<file path="config.mk">
export PLATFORM = sky130hd
export DESIGN_NAME = key_press_classifier
export DESIGN_NICKNAME = d
export VERILOG_FILES = /design/src/rtl/key_pkg.sv /design/src/rtl/key_release_filter.sv /design/src/rtl/key_press_classifier.sv
export SDC_FILE = /design/constraint.sdc
export NUM_CORES = 1
export LEC_CHECK = 0
export ABC_AREA = 0
export BUFFER_PORTS_ARGS = -buffer_cell sky130_fd_sc_hd__buf_2
export CORE_MARGIN = 2
export CORE_UTILIZATION = 50
export CTS_CLUSTER_DIAMETER = 60
export CTS_CLUSTER_SIZE = 12
export DETAILED_ROUTE_END_ITERATION = 8
export PLACE_DENSITY = 0.7
export SETUP_SLACK_MARGIN = 0.4
export SYNTH_ARGS = -nofsm -noshare
export SYNTH_HDL_FRONTEND = slang
export SYNTH_HIERARCHICAL = 1
export SYNTH_SLANG_ARGS = --single-unit
</file>
<file path="constraint.sdc">
create_clock -name clk -period 2.35 [get_ports clk]
set_input_delay 0.705 -clock clk [delete_from_list [all_inputs] [get_ports clk]]
set_output_delay 0.705 -clock clk [all_outputs]
set_load 0.03 [all_outputs]
</file>
<file path="src/rtl/key_pkg.sv">
// Shared types and elaboration helpers for the key press classifier.
// The optional auto-repeat feature is enabled by defining KEY_REPEAT_EN.
package key_pkg;

  // Gesture FSM states
  typedef enum logic [2:0] {
    IDLE  = 3'd0,
    HELD1 = 3'd1,
    LONG  = 3'd2,
    GAP   = 3'd3,
    HELD2 = 3'd4
  } kpc_state_t;

  // Smallest r with 2**r >= v
  function automatic int clog2_int(input int v);
    int r;
    r = 0;
    for (int i = 0; i < 31; i++) begin
      if ((1 << i) < v) r = i + 1;
    end
    return r;
  endfunction

  // Counter width wide enough for the largest cycle parameter, plus one spare bit
  function automatic int cnt_width(input int a, input int b, input int c, input int d);
    int m;
    m = a;
    if (b > m) m = b;
    if (c > m) m = c;
    if (d > m) m = d;
    return clog2_int(m) + 1;
  endfunction

endpackage

</file>
<file path="src/rtl/key_release_filter.sv">
// Release qualifier: synchronizes the raw active-low key level and asserts
// rel_ok once the key has read released for REL_CYC consecutive cycles.
module key_release_filter
  #(
    parameter int REL_CYC = 1000,
    parameter int CNT_W   = 12
  )
  (
    input  logic clk,
    input  logic rst_n,
    input  logic key_n,
    output logic rel_ok
  );

  localparam logic [CNT_W-1:0] REL_LAST = CNT_W'(REL_CYC - 1);

  logic             sync1;
  logic             key_n_s;
  logic [CNT_W-1:0] rel_cnt;

  // Two-flop synchronizer; resets to the released level
  always_ff @(posedge clk or negedge rst_n) begin
    if (!rst_n) begin
      sync1   <= 1'b1;
      key_n_s <= 1'b1;
    end else begin
      sync1   <= key_n;
      key_n_s <= sync1;
    end
  end

  // Count consecutive released cycles; any pressed sample restarts, count saturates
  always_ff @(posedge clk or negedge rst_n) begin
    if (!rst_n) begin
      rel_cnt <= '0;
    end else if (!key_n_s) begin
      rel_cnt <= '0;
    end else if (rel_cnt != REL_LAST) begin
      rel_cnt <= rel_cnt + CNT_W'(1);
    end
  end

  assign rel_ok = (rel_cnt == REL_LAST);

endmodule

</file>
<file path="src/rtl/key_press_classifier.sv">
// Key gesture classifier: turns debounced press pulses plus the raw key level
// into one-cycle short / long / double pulses (and optional auto-repeat).
// Define KEY_REPEAT_EN to build the auto-repeat counter; otherwise
// repeat_pulse is tied low.
// Interface: key_press is a single-cycle strobe with no back-pressure; every
// output pulse is a single registered cycle and the consumer must take it then.
module key_press_classifier
  import key_pkg::*;
  #(
    parameter int LONG_CYC    = 2000,
    parameter int DBL_GAP_CYC = 1500,
    parameter int REL_CYC     = 1000,
    parameter int REPEAT_CYC  = 500
  )
  (
    input  logic clk,
    input  logic rst_n,
    input  logic key_n,
    input  logic key_press,
    output logic short_pulse,
    output logic long_pulse,
    output logic double_pulse,
    output logic repeat_pulse,
    output logic busy
  );

  localparam int CNT_W = cnt_width(LONG_CYC, DBL_GAP_CYC, REL_CYC, REPEAT_CYC);
  localparam logic [CNT_W-1:0] LONG_LAST = CNT_W'(LONG_CYC - 1);
  localparam logic [CNT_W-1:0] GAP_LAST  = CNT_W'(DBL_GAP_CYC - 1);

  kpc_state_t       state;
  kpc_state_t       next_state;
  logic [CNT_W-1:0] cnt;
  logic             rel_ok;

  logic short_d;
  logic long_d;
  logic double_d;
  logic busy_d;

  key_release_filter #(
    .REL_CYC (REL_CYC),
    .CNT_W   (CNT_W)
  ) u_rel (
    .clk    (clk),
    .rst_n  (rst_n),
    .key_n  (key_n),
    .rel_ok (rel_ok)
  );

  // State register
  always_ff @(posedge clk or negedge rst_n) begin
    if (!rst_n) begin
      state <= IDLE;
    end else begin
      state <= next_state;
    end
  end

  // Next-state decode; release beats the long terminal count, a press beats the gap timeout
  always_comb begin
    next_state = state;
    case (state)
      IDLE: begin
        if (key_press) next_state = HELD1;
      end
      HELD1: begin
        if (rel_ok)                 next_state = GAP;
        else if (cnt == LONG_LAST)  next_state = LONG;
      end
      LONG: begin
        if (rel_ok) next_state = IDLE;
      end
      GAP: begin
        if (key_press)             next_state = HELD2;
        else if (cnt == GAP_LAST)  next_state = IDLE;
      end
      HELD2: begin
        if (rel_ok) next_state = IDLE;
      end
      default: next_state = IDLE;
    endcase
  end

  // Shared gesture counter: restarts on every state change, runs only in HELD1 and GAP
  always_ff @(posedge clk or negedge rst_n) begin
    if (!rst_n) begin
      cnt <= '0;
    end else if (next_state != state) begin
      cnt <= '0;
    end else if (state == HELD1 || state == GAP) begin
      cnt <= cnt + CNT_W'(1);
    end
  end

  // Output decode: pulses fire on the transition that classifies the gesture
  always_comb begin
    short_d  = 1'b0;
    long_d   = 1'b0;
    double_d = 1'b0;
    busy_d   = (next_state != IDLE);
    case (state)
      HELD1: long_d = !rel_ok && (cnt == LONG_LAST);
      GAP: begin
        double_d = key_press;
        short_d  = !key_press && (cnt == GAP_LAST);
      end
      default: ;
    endcase
  end

  // Registered outputs
  always_ff @(posedge clk or negedge rst_n) begin
    if (!rst_n) begin
      short_pulse  <= 1'b0;
      long_pulse   <= 1'b0;
      double_pulse <= 1'b0;
      busy         <= 1'b0;
    end else begin
      short_pulse  <= short_d;
      long_pulse   <= long_d;
      double_pulse <= double_d;
      busy         <= busy_d;
    end
  end

`ifdef KEY_REPEAT_EN
  localparam logic [CNT_W-1:0] REP_LAST = CNT_W'(REPEAT_CYC - 1);

  logic [CNT_W-1:0] rep_cnt;
  logic             repeat_d;

  // Repeat period counter; starts at 0 in the long_pulse cycle and wraps each period
  always_ff @(posedge clk or negedge rst_n) begin
    if (!rst_n) begin
      rep_cnt <= '0;
    end else if (state != LONG) begin
      rep_cnt <= '0;
    end else if (rep_cnt == REP_LAST) begin
      rep_cnt <= '0;
    end else begin
      rep_cnt <= rep_cnt + CNT_W'(1);
    end
  end

  assign repeat_d = (state == LONG) && !rel_ok && (rep_cnt == REP_LAST);

  // Registered repeat output
  always_ff @(posedge clk or negedge rst_n) begin
    if (!rst_n) begin
      repeat_pulse <= 1'b0;
    end else begin
      repeat_pulse <= repeat_d;
    end
  end
`else
  assign repeat_pulse = 1'b0;
`endif

endmodule

</file>
==> results.md <==
* Total CTS buffers at 5
* Crit Reg-Reg Startpoint: u_rel/rel_cnt[10]
* Ys async rst share at 100.0%
* LEAKAGE at 0.0007989 uW
* Antenna violations before repair at 0
* Via count at 1,412
* Endpoint, Worst Hold: u_rel/key_n_s
* Post-Route Skew at 0.009965 ns
* Row Count at 21
* Min cycle time layout at 2.210 ns
* Vias in the first global route at 1,341
* Most common flop cell mapped by yosys: dfrtp_1
* Die height at 63.21 um
* Synth top area share at 44.25%
* Final setup margin at 0.1396 ns
* RSZ-0062 raised after global routing: yes
* Dpl hpwl at 2357 um
* Crit share post-route at 94.06%
* FF-to-FF End: cnt[7]
* Commonest cells post-synth: dfrtp_1 (31), nor3_1 (15), nand2_1 (14), nor2_1 (10), o21ai_0 (10)
* CP Max Fanout at 6
* Most numerous cell in the Yosys netlist: dfrtp_1
* Status: finished clean
* R2R Setup Slk at 0.14 ns
* Fmax at 0.4524 GHz
* Worst-Skew Late Latency at 0.33 ns
* H-tree level count at 2
* Setup TNS at 0 ns
* Crit path DAT at 2.44 ns
* Cell area power density at 489.6 nW/um2
* Root Driver: clkbuf_4
* Gate count of the mapped netlist at 176
* Slew @ Worst Pin at 0.7119 ns
* Post-synth EDFFs at 0
* # port buffers at 7
* Syn Nets at 182
* Warnings from Yosys at 6
* Total of max-cap violations at 0
* CTS tree: built
* Initial Util at 52.12%
* Synthesis-stage register bit count at 33
* Post-route ant nets at 0
* Grt total ovfl at 0
* Maximum VDD drop at 0.2956 mV
* Sequential element share of the synthesized area at 47.25%
* Die area at 3996 um2
* WS Path Type: reg2reg
* Die W at 63.21 um
* All-Layer GR Usage at 19.93%
* Clock Path Buffers at 2
* DRT Pass-1 Iters at 4
* Mapped Avg Cell Area at 9.960 um2
* Core Area at 3363 um2
* Worst hold start: u_rel/sync1
* Setup violators final at 0
* CP startpoint kind: flip-flop
* Post-synthesis cell area at 1753 um2
* Placer Congestion at 0.8508
* # DRC at 0
* Leading area contributor after synthesis: dfrtp_1
* Nets@finish at 199
* Layout cells sized above 1 at 22.16%
* Yosys cell types at 47
* Critical Path RT at 2.57 ns
* Routed Wire Length at 3524 um
* Via/cell ratio at 5.883
* HP Class: reg2reg
* Clock transition at path regs at 0.10 ns
* Final Hold Fails at 0
* Top cells by area, synth: dfrtp_1 (44%), xnor2_1 (4.5%), nor3_1 (4.3%)
* Io pins at 9
* Slew HR at 52.54%
* Ant. Diodes at 0
* CTS Sinks at 33
* First-pass GRT wire length at 6230 um
* Dpl ws at 0.1709 ns
* Min-Delay Path Depth at 0
* Max Slew Vio Count at 0
* Placed cell count at 226
* Synthesis-to-finish area growth at 13.42%
* Largest net degree at the start of global routing at 34
* Util after Layout at 59.11%
* Fin cells at 240
* Drt wl/cell at 14.68 um
* DRT iter0 DRCs at 115
* CP endpoint kind: flip-flop
* Layout fillers at 301
* R2R cell count at 7
==> critical path, stage by stage, from the launching register on <==
cell	delay, ns
dfrtp_1	0.42
or4b_4	0.57
nor4_4	0.25
or3_4	0.20
a221oi_2	0.06
a311oi_2	0.31
buf_4	0.23
nor3_1	0.06
==> state kept, by name, indices dropped and copies added, names as in the netlist <==
signal and count:
busy 1, u_rel/rel_cnt 12, cnt 12, state 3, long_pulse 1, u_rel/sync1 1, short_pulse 1, u_rel/key_n_s 1
double_pulse 1
==> cell usage in the layout (no fill, tap or decap), drive strengths merged, types with 2 or more instances in the layout <==
cell type and instances:
dfrtp 31, buf 17, nor3 15, nand2 14
nor2 10, o21ai 10, nand3 9, xnor2 9
a21oi 8, clkbuf 7, or3 6, inv 5
nand4 4, nand2b 4, o31ai 4, nor4 4
or4 4, mux2i 3, a31oi 2, xor2 2
dfstp 2, nand3b 2, a221oi 2, or2 2
ha 2, clkinv 2
==> report_power, final <==
group / switching, uW / internal [uW]
registers: 5.51 / 575
clock network: 190 / 173
logic: 21.0 / 8.76
total: 217 / 757
==> area by class of cell <==
type	count	area, um2	area share, %
well taps	46	57.56	2.895
flip-flops and latches	33	828.3	41.66
multi-input cells	130	888.4	44.68
repair buffers	17	121.4	6.104
clock inverters	1	5.005	0.2517
clock buffers	7	65.06	3.272
inverters	6	22.52	1.133
==> stage by stage <==
step           total power (uW)  area, um2  hold WS, ns
3_3_place_gp              620.4       1828       0.3463
5_1_grt                    1021       1988       0.3693
6_report                  973.4       1988       0.3629
3_5_place_dp              621.6       1828       0.3533
4_1_cts                   985.4       1929       0.3673
2_1_floorplan             605.0       1755       0.3452
==> timing repair <==
action,in CTS,in global routing
pin swaps,2,2
endpoints found under the setup margin,13,15
hold endpoints to repair,0,0
cloned,0,1
hold buffers,0,0
resized for setup,2,11
buffers inserted,3,2
==> per-layer routing <==
| metal | up-vias | share of wire (%) | GRT usage (%) |
|---|---|---|---|
| met2 | 53 | 50 | 32.58 |
| met3 | 6 | 7.0 | 5.357 |
| met5 | - | 0 | 0 |
| met1 | 682 | 42 | 25.41 |
| met4 | 0 | 1.4 | 7.337 |
| li1 | 671 | - | - |
==> how the worst max path moves through the flow <==
stage                 startpoint      end  slack, ns
5_1_grt        u_rel/rel_cnt[10]   cnt[7]       0.06
6_report       u_rel/rel_cnt[10]   cnt[7]       0.14
3_5_place_dp   u_rel/rel_cnt[10]  cnt[10]       0.17
4_1_cts        u_rel/rel_cnt[10]   cnt[7]       0.26
3_3_place_gp   u_rel/rel_cnt[10]  cnt[10]       0.22
2_1_floorplan   u_rel/rel_cnt[3]   cnt[0]        0.1
==> logic make-up (layout without fill, tap and decap cells) <==
kind of cell | after synthesis | count (layout) | share of synthesized area, %
other | 1 | 1 | 0.2139
AO/OA/AOI/OAI | 32 | 32 | 12.49
XOR/XNOR | 11 | 11 | 5.497
flip-flops | 33 | 33 | 47.25
AND/OR/NAND/NOR | 81 | 81 | 27.41
multiplexers | 3 | 3 | 1.713
adder cells (fa/ha/maj) | 2 | 2 | 1.427
buffers and inverters | 13 | 31 | 3.997
(Power assumes the default switching activity.)
